**config.mk**
```make
export PLATFORM = sky130hd
export DESIGN_NAME = fifo_write_scheduler_flat
export DESIGN_NICKNAME = d
export VERILOG_FILES = /design/src/rtl/fifo_write_scheduler_if.sv /design/src/rtl/fifo_write_scheduler.sv /design/src/flat_wrapper.sv
export SDC_FILE = /design/constraint.sdc
export NUM_CORES = 1
export LEC_CHECK = 0
export ABC_AREA = 1
export CORE_MARGIN = 2
export CORE_UTILIZATION = 45
export CTS_BUF_LIST = sky130_fd_sc_hd__clkbuf_16
export CTS_CLUSTER_DIAMETER = 30
export DETAILED_ROUTE_END_ITERATION = 10
export PLACE_DENSITY = 0.79
export SKIP_CTS_REPAIR_TIMING = 1
export SLEW_MARGIN = 5
export SYNTH_ARGS = -nofsm -noshare
export SYNTH_HDL_FRONTEND = slang
export SYNTH_SLANG_ARGS = --single-unit
```
**constraint.sdc**
```tcl
create_clock -name clk_single_domain -period 3.4 [get_ports clk_single_domain]
set_input_delay 0.34 -clock clk_single_domain [delete_from_list [all_inputs] [get_ports clk_single_domain]]
set_output_delay 0.34 -clock clk_single_domain [all_outputs]
set_load 0.02 [all_outputs]
```
**src/rtl/fifo_write_scheduler_if.sv**
```systemverilog
// Write-side bus between four producers, the scheduler and the FIFO write port.
interface fifo_write_scheduler_if #(
    parameter int DW    = 8,
    parameter int DEPTH = 8
);
    localparam int CW = $clog2(DEPTH + 1);

    logic [3:0]      req_valid;
    logic [4*DW-1:0] req_data;
    logic [3:0]      req_ready;
    logic            fifo_pop;
    logic            fifo_full;
    logic            fifo_wen;
    logic [DW-1:0]   fifo_wdata;
    logic [1:0]      fifo_wsrc;
    logic [CW-1:0]   credits;
    logic            err;

    modport master (
        output req_valid, req_data, fifo_pop, fifo_full,
        input  req_ready, fifo_wen, fifo_wdata, fifo_wsrc, credits, err
    );

    modport slave (
        input  req_valid, req_data, fifo_pop, fifo_full,
        output req_ready, fifo_wen, fifo_wdata, fifo_wsrc, credits, err
    );
endinterface

```
**src/rtl/fifo_write_scheduler.sv**
```systemverilog
// Round-robin, burst-locked, credit-gated scheduler sharing one FIFO write port
// between four producers.
module fifo_write_scheduler #(
    parameter int DW        = 8,
    parameter int DEPTH     = 8,
    parameter int MAX_BURST = 4
) (
    input  logic                  clk_single_domain,
    input  logic                  rst,
    fifo_write_scheduler_if.slave bus
);
    localparam int CW = $clog2(DEPTH + 1);
    localparam int BW = $clog2(MAX_BURST + 1);

    typedef enum logic {IDLE, LOCKED} state_t;

    state_t          state_q, state_d;
    logic [1:0]      owner_q, owner_d;
    logic [1:0]      rr_ptr_q, rr_ptr_d;
    logic [BW-1:0]   burst_cnt_q, burst_cnt_d;
    logic [CW-1:0]   credits_q, credits_d;
    logic            err_q, err_d;
    logic            fifo_wen_q, fifo_wen_d;
    logic [DW-1:0]   fifo_wdata_q, fifo_wdata_d;
    logic [1:0]      fifo_wsrc_q, fifo_wsrc_d;

    logic [3:0]      req_ready;
    logic [2:0]      search;
    logic [1:0]      sel;
    logic            accept;

    // Returns {found, index} of the first valid requester starting at ptr.
    function automatic logic [2:0] first_valid(input logic [3:0] valid, input logic [1:0] ptr);
        logic [2:0] res;
        logic [1:0] cand;
        res = '0;
        for (int unsigned i = 0; i < 4; i++) begin
            cand = ptr + 2'(i);
            if (!res[2] && valid[cand]) res = {1'b1, cand};
        end
        return res;
    endfunction

    always_ff @(posedge clk_single_domain) begin
        if (rst) begin
            state_q      <= IDLE;
            owner_q      <= '0;
            rr_ptr_q     <= '0;
            burst_cnt_q  <= '0;
            credits_q    <= CW'(DEPTH);
            err_q        <= 1'b0;
            fifo_wen_q   <= 1'b0;
            fifo_wdata_q <= '0;
            fifo_wsrc_q  <= '0;
        end else begin
            state_q      <= state_d;
            owner_q      <= owner_d;
            rr_ptr_q     <= rr_ptr_d;
            burst_cnt_q  <= burst_cnt_d;
            credits_q    <= credits_d;
            err_q        <= err_d;
            fifo_wen_q   <= fifo_wen_d;
            fifo_wdata_q <= fifo_wdata_d;
            fifo_wsrc_q  <= fifo_wsrc_d;
        end
    end

    // Output decode: ready is the only combinational output.
    always_comb begin
        req_ready = '0;
        search    = first_valid(bus.req_valid, rr_ptr_q);
        sel       = (state_q == LOCKED) ? owner_q : search[1:0];
        if (!rst && credits_q != '0) begin
            if (state_q == LOCKED) req_ready[owner_q] = 1'b1;
            else if (search[2])    req_ready[search[1:0]] = 1'b1;
        end
        accept = |(bus.req_valid & req_ready);
    end

    always_comb begin
        state_d     = state_q;
        owner_d     = owner_q;
        rr_ptr_d    = rr_ptr_q;
        burst_cnt_d = burst_cnt_q;
        case (state_q)
            IDLE: begin
                if (accept) begin
                    owner_d     = sel;
                    burst_cnt_d = BW'(1);
                    if (MAX_BURST > 1) state_d = LOCKED;
                    else               rr_ptr_d = sel + 2'd1;
                end
            end
            LOCKED: begin
                if (accept) begin
                    burst_cnt_d = burst_cnt_q + BW'(1);
                    if (burst_cnt_q + BW'(1) == BW'(MAX_BURST)) begin
                        state_d  = IDLE;
                        rr_ptr_d = owner_q + 2'd1;
                    end
                end else if (!bus.req_valid[owner_q]) begin
                    state_d  = IDLE;
                    rr_ptr_d = owner_q + 2'd1;
                end
            end
            default: state_d = IDLE;
        endcase
    end

    always_comb begin
        credits_d    = credits_q;
        err_d        = err_q | (fifo_wen_q & bus.fifo_full);
        fifo_wen_d   = accept;
        fifo_wdata_d = accept ? bus.req_data[int'(sel)*DW +: DW] : '0;
        fifo_wsrc_d  = accept ? sel : fifo_wsrc_q;
        if (accept && !bus.fifo_pop) begin
            credits_d = credits_q - CW'(1);
        end else if (!accept && bus.fifo_pop) begin
            // A pop with every slot already free means the read side miscounted.
            if (credits_q == CW'(DEPTH)) err_d = 1'b1;
            else                         credits_d = credits_q + CW'(1);
        end
    end

    assign bus.req_ready  = req_ready;
    assign bus.fifo_wen   = fifo_wen_q;
    assign bus.fifo_wdata = fifo_wdata_q;
    assign bus.fifo_wsrc  = fifo_wsrc_q;
    assign bus.credits    = credits_q;
    assign bus.err        = err_q;
endmodule

```
**src/flat_wrapper.sv**
```systemverilog
// flat-port wrapper written by rule: the top's interface ports become plain ports
module fifo_write_scheduler_flat 
#(
    parameter int DW        = 8,
    parameter int DEPTH     = 8,
    parameter int MAX_BURST = 4
)
  (clk_single_domain, rst, bus_req_valid, bus_req_data, bus_fifo_pop, bus_fifo_full, bus_req_ready, bus_fifo_wen, bus_fifo_wdata, bus_fifo_wsrc, bus_credits, bus_err);
  fifo_write_scheduler_if #(.DW(DW), .DEPTH(DEPTH)) bus_i ();
  input  logic clk_single_domain;
  input  logic rst;
  input wire logic [$bits(bus_i.req_valid)-1:0] bus_req_valid;
  input wire logic [$bits(bus_i.req_data)-1:0] bus_req_data;
  input wire logic [$bits(bus_i.fifo_pop)-1:0] bus_fifo_pop;
  input wire logic [$bits(bus_i.fifo_full)-1:0] bus_fifo_full;
  output wire logic [$bits(bus_i.req_ready)-1:0] bus_req_ready;
  output wire logic [$bits(bus_i.fifo_wen)-1:0] bus_fifo_wen;
  output wire logic [$bits(bus_i.fifo_wdata)-1:0] bus_fifo_wdata;
  output wire logic [$bits(bus_i.fifo_wsrc)-1:0] bus_fifo_wsrc;
  output wire logic [$bits(bus_i.credits)-1:0] bus_credits;
  output wire logic [$bits(bus_i.err)-1:0] bus_err;
  assign bus_i.req_valid = bus_req_valid;
  assign bus_i.req_data = bus_req_data;
  assign bus_i.fifo_pop = bus_fifo_pop;
  assign bus_i.fifo_full = bus_fifo_full;
  assign bus_req_ready = bus_i.req_ready;
  assign bus_fifo_wen = bus_i.fifo_wen;
  assign bus_fifo_wdata = bus_i.fifo_wdata;
  assign bus_fifo_wsrc = bus_i.fifo_wsrc;
  assign bus_credits = bus_i.credits;
  assign bus_err = bus_i.err;
  fifo_write_scheduler #(.DW(DW), .DEPTH(DEPTH), .MAX_BURST(MAX_BURST)) u_core (.clk_single_domain(clk_single_domain), .rst(rst), .bus(bus_i));
endmodule
```
==> out/summary.md <==
After Yosys synthesis, XOR and XNOR cells account for 0.499% of the synthesized area. Category of the worst setup path launch point: an input port. The number of hold violations in the final report is 0, and the core box area is 0.00372 mm². The placement-stage cell area was 0.00246 mm². The CTS buffer count was 3; the synthesized flop and latch total was 24. The repair_antennas step left the layout with diodes totalling 0. The critical path goes through clkdlybuf4s50_1 -> inv_1 -> nand2_1 -> nand3_1 -> nand2_1 -> nor2_2 -> nand3_1 -> nand3_1 -> nand2_1 -> nand4_1 -> nand2_1 -> inv_2 -> nand2_8 -> ha_1 -> ha_1 -> nand2_1 -> nor2_1 -> a211oi_2 -> o21ai_0 -> a21oi_1 -> o21ai_0 -> a21o_1. TritonCTS built the clock tree. Among the stages of the critical path, the cell type that occurs most often is nand2_1. The H-tree level count was 1. The largest stage delay on the critical path was 0.47 ns; the deepest clock path buffer count was 2. For this run the aggregate overflow at the end of global routing stands at 0. The tools report the total length of routed wires as 4900 µm. The pin slew with the least headroom to its limit is 0.563 ns.

Pin placement for this block handled 60 I/O pins. After clock tree synthesis, the clock-pin slew on the worst setup and hold paths is 0.06 ns. The routed wirelength normalized by instance count was 12.7 µm. In the global route stage, overall resource usage came out at 22.5%. Using the TritonRoute via totals, the vias-per-cell ratio works out to 5.09. The detailed placement HPWL came out at 3640 µm. The simple-gate area share of the yosys netlist was 36.5%.

The logs give 7760 µm for the global-route wire length before repair and 3.56 ns for the data required time of the worst path. The die is 66.5 µm wide. The number of pins exceeding their max-slew limit in the final report is 0, and the total DRC errors in the routed layout is 0. The count of routing violations after the opening detailed-route iteration is 107. Entering global routing, the biggest net connects 18 pins. The cell sitting at the root of the clock tree is a clkbuf_16. OpenSTA, run right after detailed placement, puts the worst setup slack at -0.0909 ns. Period utilization: 94.0%. After Yosys synthesis, full adders, half adders and majority gates account for 8.26% of the synthesized area.

Based on the critical path, the design can be clocked at up to 313 MHz. The cell area after synthesis is 0.00176 mm², and the overall die area is 0.00442 mm². Kind of end point of the critical path: a register.

The iteration count of the initial detailed-routing pass is 4, and the area added between synthesis and finish is 46.2%. Type of the tightest min-delay check: reg2reg. The cell count after synthesis came out at 267. The quantity of I/O buffers inserted on ports is 59. Yosys printed 0 warnings. Cells with a size suffix above 1 make up 13.6% of the layout.

Remaining max-slew budget at the tightest pin: 62.2%. In this run the worst path has a maximum fanout of 4. After synthesis, the largest family of logic cells by area is simple AND/OR/NAND/NOR gates. Summing all non-filler instances in the final layout gives an area of 0.00257 mm². The worst setup slack after layout was 0.203 ns.

For this run, the post-layout net count is 390. STA puts the critical path data arrival time at 3.35 ns. The via count of the first global-routing pass is 1757. The slowest stage of the critical path belongs to the cell clkdlybuf4s50_1. The number of endpoints failing setup at the final stage was 0; the total nets after synthesis was 318. The tools report the number of distinct library cell variants in the gate-level netlist after synthesis as 35. The tools report the effective utilization at floorplan as 47.3%. The power per unit of standard cell area is 957 mW/mm².

The logs give 1964 for the total via count after detailed routing and 0.00379 ns for the post-route clock skew. The CTS sink count is 24. Across the run, the number of max-cap violations was 0. Multiplexer cells account for 0% of the synthesized area. The critical path is of the in2reg type.

For the finished layout, the period the worst path requires is 3.20 ns. For the number of core rows, the log shows 22. The share of the Yosys chip area taken by registers is 27.4%. Averaged over all synthesized cells, the footprint is 6.58 µm². For the number of antenna violations at the first check in global routing, the log shows 0. The congestion estimate from routability-driven global placement came to 0.918. The die height is 66.5 µm.

The run finished with clean final reports. After filler insertion, the fill cell instance count of the layout stands at 355. For the worst-skew pair, the clock arrives at the later sink with an insertion delay of 0.26 ns. For this design the static power due to leakage is 1.18 nW.

Summing the areas of all compound-gate instances in the mapped netlist gives 17.5% of the synthesized area. Across the VDD grid, the largest voltage drop is 0.596 mV. Once detail routing completed, the nets flagged for antenna violations numbered 0.
==> power by group <==
| group | internal (mW) | switching (mW) | total (mW) |
|---|---|---|---|
| Clock | 0.157 | 0.0991 | 0.256 |
| Combinational | 0.685 | 1.07 | 1.75 |
| Sequential | 0.372 | 0.0750 | 0.447 |
==> per-layer routing <==
layer  track usage [%]  routed length, µm  up-vias
li1                  -                  -     1014
met2              39.8               2490       43
met1              28.4               2190      902
met3              2.87                164        5
met4              6.89                 51        0
met5                 0                  0        -
==> cell usage after synthesis <==
cell type  count  share of area (%)
ha_1          10                7.1
nand2_8        1                1.1
fa_1           1                1.1
inv_6          1               0.50
nand2_1       48                 10
a21o_1         1               0.43
buf_2          3               0.85
nor4_1         4                1.4
a21boi_2       1               0.64
xor2_1         1               0.50
o21a_1         1               0.43
nor3_1         1               0.28
dfxtp_1       24                 27
inv_2          5                1.1
nand2_2        7                2.5
inv_1         26                5.6
nand3_1        9                2.6
buf_4          1               0.43
a211oi_1       2               0.85
nand4_1        8                2.8
nor2_1        51                 11
nand2_4        2                1.3
clkbuf_1       1               0.21
o22ai_1        1               0.36
a21oi_1       18                5.1
and2_1         1               0.36
nor2_2         2               0.71
o31ai_1        1               0.43
a21oi_4        1               0.93
o21ai_0       15                4.3
nand3_2        4                2.3
o21ai_2        1               0.50
a31oi_1        1               0.36
o21ai_1       11                3.1
buf_6          2                1.3
==> layout make-up <==
cell class | instances | area, µm² | share of cell area [%]
clock buffer | 3 | 75.1 | 2.92
multi-input combinational | 204 | 1120 | 43.6
sequential | 24 | 482 | 18.8
timing repair buffer | 74 | 703 | 27.4
inverter | 32 | 125 | 4.87
tap | 48 | 60.1 | 2.34
clock inverter | 1 | 3.75 | 0.146
==> sequential cells by signal (all words and copies together), names as in the netlist <==
register and cells:
u_core.state_q 1, u_core.bus.fifo_wdata 8, u_core.bus.err 1, u_core.bus.fifo_wsrc 2, u_core.bus.credits 4, u_core.bus.fifo_wen 1
u_core.rr_ptr_q 2, u_core.burst_cnt_q 3, u_core.owner_q 2
==> critical path: cells and delay by family <==
| kind | cells | cell delay [ns] |
|---|---|---|
| and+or+nand+nor | 12 | 1.06 |
| AOI/OAI and AO/OA | 5 | 0.74 |
| buffers and inverters | 3 | 0.67 |
| adders and majority gates | 2 | 0.52 |
==> kinds of logic (layout without fill, tap and decap cells) <==
logic type,Yosys count,after routing
AO/OA/AOI/OAI,54,54
XOR/XNOR,1,1
adder cells (fa/ha/maj),11,11
buffers and inverters,39,110
flip-flops,24,24
AND/OR/NAND/NOR,138,138
==> cells in the final DEF (no fill, tap or decap), types with 2 or more instances in the layout <==
cell,count
inv_2,5
dfxtp_1,23
nor2_2,2
nand3_2,4
nor4_1,4
o21ai_1,11
clkbuf_16,3
nand2_2,7
o21ai_0,15
ha_1,9
buf_4,15
nand4_1,8
clkdlybuf4s50_1,59
nor2_1,51
inv_1,26
nand2_1,48
nand2_4,2
a21oi_1,18
nand3_1,9
==> final timing paths <==
| kind | start | to | slack, ns | cells past startpoint |
|---|---|---|---|---|
| worst max-delay path | bus_req_valid[3] | u_core.bus.credits[3] | 0.20 | 22 |
| worst min-delay path | u_core.burst_cnt_q[1] | u_core.burst_cnt_q[1] | 0.47 | 2 |
| worst max register to register | u_core.rr_ptr_q[0] | u_core.bus.credits[3] | 0.30 | 22 |
| worst min register to register | u_core.burst_cnt_q[1] | u_core.burst_cnt_q[1] | 0.47 | 2 |
==> stage by stage <==
step	setup TNS [ns]	total power [mW]	utilization (%)	hold WS, ns	cells
global placement	0	2.13	66.3	0.460	381
floorplan	0	1.64	-	0.409	267
CTS	0	2.43	68.4	0.477	385
detailed placement	-0.0909	2.16	66.3	0.468	381
finish	0	2.46	69.1	0.475	386
global route	-0.0721	2.67	69.1	0.497	386
No activity file was read; power rests on OpenSTA's default activity.
